`src/rtl/fetch_unit_if.sv`:
```
// Fetch-stage bus: instruction ROM port, decode-side jump/stall controls,
// jump-target table write port and the registered instruction outputs.
interface fetch_unit_if #(
    parameter int unsigned D = 12,
    parameter int unsigned W = 9,
    parameter int unsigned L = 3
);
    logic         stall;
    logic         jump_req;
    logic         jump_rel;
    logic [L-1:0] lut_idx;
    logic         lut_we;
    logic [L-1:0] lut_waddr;
    logic [D-1:0] lut_wdata;
    logic [D-1:0] rom_addr;
    logic [W-1:0] rom_data;
    logic [W-1:0] instr;
    logic         instr_valid;
    logic [D-1:0] prog_ctr;
    logic         done;

    // Fetch unit side
    modport master (
        input  stall, jump_req, jump_rel, lut_idx, lut_we, lut_waddr, lut_wdata, rom_data,
        output rom_addr, instr, instr_valid, prog_ctr, done
    );

    // Decode / ROM / environment side
    modport slave (
        output stall, jump_req, jump_rel, lut_idx, lut_we, lut_waddr, lut_wdata, rom_data,
        input  rom_addr, instr, instr_valid, prog_ctr, done
    );
endinterface

```
`src/rtl/fetch_unit.sv`:
```
// Instruction fetch stage: owns the fetch PC, registers ROM output into the
// instruction register, resolves table-driven jumps with a one-bubble squash
// and stops on the halt opcode.
module fetch_unit #(
    parameter int unsigned    D         = 12,
    parameter int unsigned    W         = 9,
    parameter int unsigned    L         = 3,
    parameter logic [W-1:0]   HALT_CODE = W'(9'h1FF)
) (
    input  logic         clk,
    input  logic         reset,
    fetch_unit_if.master bus
);
    localparam int unsigned N = 1 << L;

    typedef enum logic {RUN, HALT} state_t;

    state_t       state_q, state_d;
    logic [D-1:0] fetch_pc_q, fetch_pc_d;
    logic [W-1:0] instr_q, instr_d;
    logic [D-1:0] prog_ctr_q, prog_ctr_d;
    logic         valid_q, valid_d;
    logic         done_q, done_d;
    logic [D-1:0] lut_q [N];

    logic [D-1:0] lut_entry;
    logic [D-1:0] jump_target;
    logic         halt_seen;

    // Table read is from the registered array, so a same-cycle write is not seen.
    // Entries are D bits wide, so sign extension to D bits is the identity and
    // the relative target is a plain modulo-2^D add.
    always_comb begin
        lut_entry   = lut_q[bus.lut_idx];
        jump_target = bus.jump_rel ? D'(prog_ctr_q + lut_entry) : lut_entry;
        halt_seen   = valid_q && (instr_q == HALT_CODE);
    end

    // Next-state and next-register values for the fetch FSM
    always_comb begin
        state_d    = state_q;
        fetch_pc_d = fetch_pc_q;
        instr_d    = instr_q;
        prog_ctr_d = prog_ctr_q;
        valid_d    = valid_q;
        done_d     = done_q;
        case (state_q)
            RUN: begin
                if (halt_seen) begin
                    state_d = HALT;
                    valid_d = 1'b0;
                    done_d  = 1'b1;
                end else if (!bus.stall) begin
                    instr_d    = bus.rom_data;
                    prog_ctr_d = fetch_pc_q;
                    if (valid_q && bus.jump_req) begin
                        fetch_pc_d = jump_target;
                        valid_d    = 1'b0;
                    end else begin
                        fetch_pc_d = D'(fetch_pc_q + D'(1));
                        valid_d    = 1'b1;
                    end
                end
            end
            HALT: begin
                valid_d = 1'b0;
                done_d  = 1'b1;
            end
            default: begin
                state_d = RUN;
            end
        endcase
    end

    // Fetch state registers
    always_ff @(posedge clk or posedge reset) begin
        if (reset) begin
            state_q    <= RUN;
            fetch_pc_q <= '0;
            instr_q    <= '0;
            prog_ctr_q <= '0;
            valid_q    <= 1'b0;
            done_q     <= 1'b0;
        end else begin
            state_q    <= state_d;
            fetch_pc_q <= fetch_pc_d;
            instr_q    <= instr_d;
            prog_ctr_q <= prog_ctr_d;
            valid_q    <= valid_d;
            done_q     <= done_d;
        end
    end

    // Jump-target table, writable in every state
    always_ff @(posedge clk or posedge reset) begin
        if (reset) begin
            for (int i = 0; i < N; i++) begin
                lut_q[i] <= '0;
            end
        end else if (bus.lut_we) begin
            lut_q[bus.lut_waddr] <= bus.lut_wdata;
        end
    end

    assign bus.rom_addr    = fetch_pc_q;
    assign bus.instr       = instr_q;
    assign bus.instr_valid = valid_q;
    assign bus.prog_ctr    = prog_ctr_q;
    assign bus.done        = done_q;
endmodule
```
`src/flat_wrapper.sv`:
```
// flat-port wrapper written by rule: the top's interface ports become plain ports
module fetch_unit_flat 
#(
    parameter int unsigned    D         = 12,
    parameter int unsigned    W         = 9,
    parameter int unsigned    L         = 3,
    parameter logic [W-1:0]   HALT_CODE = W'(9'h1FF)
)
  (clk, reset, bus_stall, bus_jump_req, bus_jump_rel, bus_lut_idx, bus_lut_we, bus_lut_waddr, bus_lut_wdata, bus_rom_data, bus_rom_addr, bus_instr, bus_instr_valid, bus_prog_ctr, bus_done);
  fetch_unit_if #(.D(D), .W(W), .L(L)) bus_i ();
  input  logic clk;
  input  logic reset;
  input wire logic [$bits(bus_i.stall)-1:0] bus_stall;
  input wire logic [$bits(bus_i.jump_req)-1:0] bus_jump_req;
  input wire logic [$bits(bus_i.jump_rel)-1:0] bus_jump_rel;
  input wire logic [$bits(bus_i.lut_idx)-1:0] bus_lut_idx;
  input wire logic [$bits(bus_i.lut_we)-1:0] bus_lut_we;
  input wire logic [$bits(bus_i.lut_waddr)-1:0] bus_lut_waddr;
  input wire logic [$bits(bus_i.lut_wdata)-1:0] bus_lut_wdata;
  input wire logic [$bits(bus_i.rom_data)-1:0] bus_rom_data;
  output wire logic [$bits(bus_i.rom_addr)-1:0] bus_rom_addr;
  output wire logic [$bits(bus_i.instr)-1:0] bus_instr;
  output wire logic [$bits(bus_i.instr_valid)-1:0] bus_instr_valid;
  output wire logic [$bits(bus_i.prog_ctr)-1:0] bus_prog_ctr;
  output wire logic [$bits(bus_i.done)-1:0] bus_done;
  assign bus_i.stall = bus_stall;
  assign bus_i.jump_req = bus_jump_req;
  assign bus_i.jump_rel = bus_jump_rel;
  assign bus_i.lut_idx = bus_lut_idx;
  assign bus_i.lut_we = bus_lut_we;
  assign bus_i.lut_waddr = bus_lut_waddr;
  assign bus_i.lut_wdata = bus_lut_wdata;
  assign bus_i.rom_data = bus_rom_data;
  assign bus_rom_addr = bus_i.rom_addr;
  assign bus_instr = bus_i.instr;
  assign bus_instr_valid = bus_i.instr_valid;
  assign bus_prog_ctr = bus_i.prog_ctr;
  assign bus_done = bus_i.done;
  fetch_unit #(.D(D), .W(W), .L(L), .HALT_CODE(HALT_CODE)) u_core (.clk(clk), .reset(reset), .bus(bus_i));
endmodule
```
`config.mk`:
```
export PLATFORM = sky130hd
export DESIGN_NAME = fetch_unit_flat
export DESIGN_NICKNAME = d
export VERILOG_FILES = /design/src/rtl/fetch_unit_if.sv /design/src/rtl/fetch_unit.sv /design/src/flat_wrapper.sv
export SDC_FILE = /design/constraint.sdc
export NUM_CORES = 1
export LEC_CHECK = 0
export ABC_AREA = 1
export ABC_CLOCK_PERIOD_IN_PS = 4900
export BUFFER_PORTS_ARGS = -buffer_cell sky130_fd_sc_hd__buf_2
export CORE_ASPECT_RATIO = 0.9
export CORE_MARGIN = 1
export CORE_UTILIZATION = 35
export DETAILED_ROUTE_END_ITERATION = 16
export HOLD_SLACK_MARGIN = 0.15
export MAX_ROUTING_LAYER = met4
export PLACE_DENSITY = 0.58
export SYNTH_ARGS = -nofsm -noshare
export SYNTH_HDL_FRONTEND = slang
export SYNTH_SLANG_ARGS = --single-unit
```
`constraint.sdc`:
```
create_clock -name clk -period 4.9 [get_ports clk]
set_input_delay 0.98 -clock clk [delete_from_list [all_inputs] [get_ports clk]]
set_output_delay 0.98 -clock clk [all_outputs]
set_load 0.01 [all_outputs]
```
==> results.json <==
{
  "cp_slowest_cell": "fa_1",
  "cts_buffers": 17,
  "placementRows": 47,
  "ff2ff_setup_slack_ps": 2370,
  "cp.arrival_ps": 3710,
  "drtIter0Drc": 389,
  "layout_common_cells": "nand2_1 (232), o21ai_0 (146), dfrtp_1 (132), inv_1 (79), buf_2 (67)",
  "p_seq_frac": 0.416,
  "cp_data_required_time_ps": 5220,
  "setup_viol": 0,
  "synth_top_area_share": 0.4874,
  "setup-tns-final_ps": 0,
  "hpwl_um": 11490,
  "cts_sinks": 132,
  "initial_core_util": 0.3624,
  "finalWorstSetupSlack_ps": 1509,
  "maxCapViolations": 0,
  "hold_viol_final": 0,
  "netlist_area_um2": 6776,
  "clk_pin_slew_ps": 60,
  "power_frac_comb": 0.230,
  "ff2ff_path_depth": 15,
  "pre_cts_ws_ps": 1109,
  "worst_pin_slew_ps": 901.8,
  "relSlewSlack": 0.3971,
  "status": "completed",
  "antenna_found_initial": 0,
  "htreeDepth": 4,
  "post_cts_buffers": 0,
  "critPathMaxFanout": 36,
  "ys_types": 40,
  "track_usage": 0.1916,
  "drt_pass1_iterations": 5,
  "cpLargestDelayFamily": "buffers and inverters",
  "critPathLaunch": "bus_lut_idx[0]",
  "wl_per_cell_um": 14.91,
  "cellPowerDensity_nw_per_um2": 446.1,
  "clockPowerShare": 0.354,
  "synth-seq-cells": 132,
  "cts_hold_buf": 0,
  "period_needed_ps": 3391,
  "slowest_delay_ps": 460,
  "detail-route-antenna-nets": 0,
  "p_switching_uw": 1103,
  "start_kind": "input port",
  "drc": 0,
  "avgViaCountPerCell": 4.942,
  "r2r-end": "u_core.bus.rom_addr[6]$_DFFE_PP0P_",
  "rsz0062_at_grt": "no",
  "final_cells": 1156,
  "num_antenna_cells": 0,
  "final_layout_size_suffix_gt1_frac": 0.1361,
  "yosys_warnings": 0,
  "synth_top_cell_by_area": "dfrtp_1",
  "clock_path_buffers": 2,
  "num_io_pins": 68,
  "period_share": 0.6921,
  "netlist_instances": 848,
  "area_delta_synth_final_pct": 15.20,
  "path_depth": 14,
  "grt.overflow.total": 0,
  "synth_ff_type": "dfrtp_1",
  "syn_nets": 894,
  "swShare": 0.3167,
  "grt_pass1_vias": 5447,
  "grt_start_max_net_pins": 56,
  "peakVddDrop_mv": 0.1552,
  "vias": 5713,
  "drt_wl_total_um": 17240,
  "cts_tree": "done",
  "total_power_uw": 3483,
  "nNetsFinal": 944,
  "internal-power_uw": 2380,
  "crit_path_frequent_cell": "nand3_1",
  "netlist_top_cells_area": "dfrtp_1 (49%), nand2_1 (13%), o21ai_0 (11%)",
  "max_freq_ghz": 0.2949,
  "core_um2": 18700,
  "p_leak_uw": 0.003878,
  "path_cells": "buf_2 > buf_4 > o21ai_0 > o211ai_2 > o21ai_2 > fa_1 > inv_1 > nand3_1 > nand2_1 > a21oi_1 > or2_1 > nand3_1 > nand3_1 > a22oi_1",
  "die_h_um": 134.0,
  "design.die.area_um2": 19920,
  "grt_pass1_wl_um": 28540,
  "synth-edff-count": 0,
  "root_buffer": "clkbuf_16",
  "report.final.slew_viol_count": 0,
  "cts_resized": 0,
  "clkLatencyLatePin_ps": 410,
  "port_buffers": 67,
  "yosysSeqAreaShare": 0.4874,
  "fin_skew_ps": 7.736,
  "hp-class": "flip-flop to flip-flop",
  "syn_area_per_cell_um2": 7.991,
  "dp.cells": 1124,
  "die_w_um": 148.7,
  "gp_congestion": 0.8375,
  "async_flop_share": 1.000,
  "final_common_cell": "nand2_1",
  "cp-end-kind": "flip-flop",
  "worst-path-buf-inv": 3,
  "critPathKind": "input port to flip-flop",
  "r2r_start": "u_core.lut_q[36]$_DFFE_PP0P_",
  "crit_end": "u_core.bus.rom_addr[6]$_DFFE_PP0P_"
}
## final cells by class
class | count | area (µm²)
timing repair buffer | 73 | 380.4
clock buffer | 23 | 467.9
inverter | 84 | 326.6
tap | 245 | 306.5
fill | 1907 | 10890
sequential | 132 | 3303
multi-input combinational | 590 | 2918
clock inverter | 9 | 103.9
## worst min-delay path by stage
stage	cells after the start	slack, ps	endpoint	startpoint
detailed placement	1	450	u_core.bus.done$_DFFE_PP0P_	u_core.bus.done$_DFFE_PP0P_
CTS	1	460	u_core.bus.done$_DFFE_PP0P_	u_core.bus.done$_DFFE_PP0P_
global placement	1	450	u_core.bus.done$_DFFE_PP0P_	u_core.bus.done$_DFFE_PP0P_
floorplan	2	450	u_core.lut_q[71]$_DFFE_PP0P_	u_core.lut_q[71]$_DFFE_PP0P_
global route	1	480	u_core.bus.done$_DFFE_PP0P_	u_core.bus.done$_DFFE_PP0P_
finish	1	460	u_core.bus.done$_DFFE_PP0P_	u_core.bus.done$_DFFE_PP0P_
## synthesized netlist by cell type (2+ instances only)
master	number
buf_4	4
nand3_2	2
nand3_1	30
nand4_1	9
ha_1	12
nor3_1	2
a21boi_1	5
o21bai_1	3
a21oi_1	20
nor2_1	60
clkinv_1	2
o22ai_1	9
a31oi_1	3
o21ai_2	2
nand4_2	2
clkbuf_1	20
inv_1	80
o211ai_1	14
xnor2_1	2
o21ai_1	18
o211ai_2	6
nand2_1	232
a22oi_2	2
buf_6	7
dfrtp_1	132
o21ai_0	146
buf_2	11
## through the flow
stage          instance area, µm²    util  hold slack [ps]
6_report                     7806  0.4174            461.4
5_1_grt                      7806  0.4174            479.5
4_1_cts                      7806  0.4174            463.7
3_5_place_dp                 7234  0.3869            448.6
3_3_place_gp                 7234  0.3869            447.7
2_1_floorplan                6777       -            447.8
## power by group through the flow
stage	registers, µW	clock network [µW]	logic [µW]
final	1450	1230	800
after global routing	1480	1310	928
after CTS	1450	1260	808
after detailed placement	1470	0	804
after global placement	1470	0	790
after floorplan	1460	0	567
## cells by family after synthesis
family | Yosys count | share of synthesized area
simple gates | 343 | 0.2086
compound gates | 231 | 0.1922
flops | 132 | 0.4874
buf+inv | 126 | 0.08272
fa+ha+maj | 13 | 0.02511
xor+xnor | 3 | 0.003878
## registers in the layout (all words and copies together) (netlist names)
name	count
u_core.bus.instr	9
u_core.state_q	1
u_core.bus.rom_addr	12
u_core.lut_q	96
u_core.bus.instr_valid	1
u_core.bus.done	1
u_core.bus.prog_ctr	12
## metal layers
metal	share of wire	GRT usage	up-vias
met5	0	-	-
met4	0.014	0.05956	0
met3	0.038	0.04082	13
met1	0.48	0.2522	2720
met2	0.46	0.2947	89
li1	-	-	2891
Note: power is estimated with default switching activity, not from simulation.
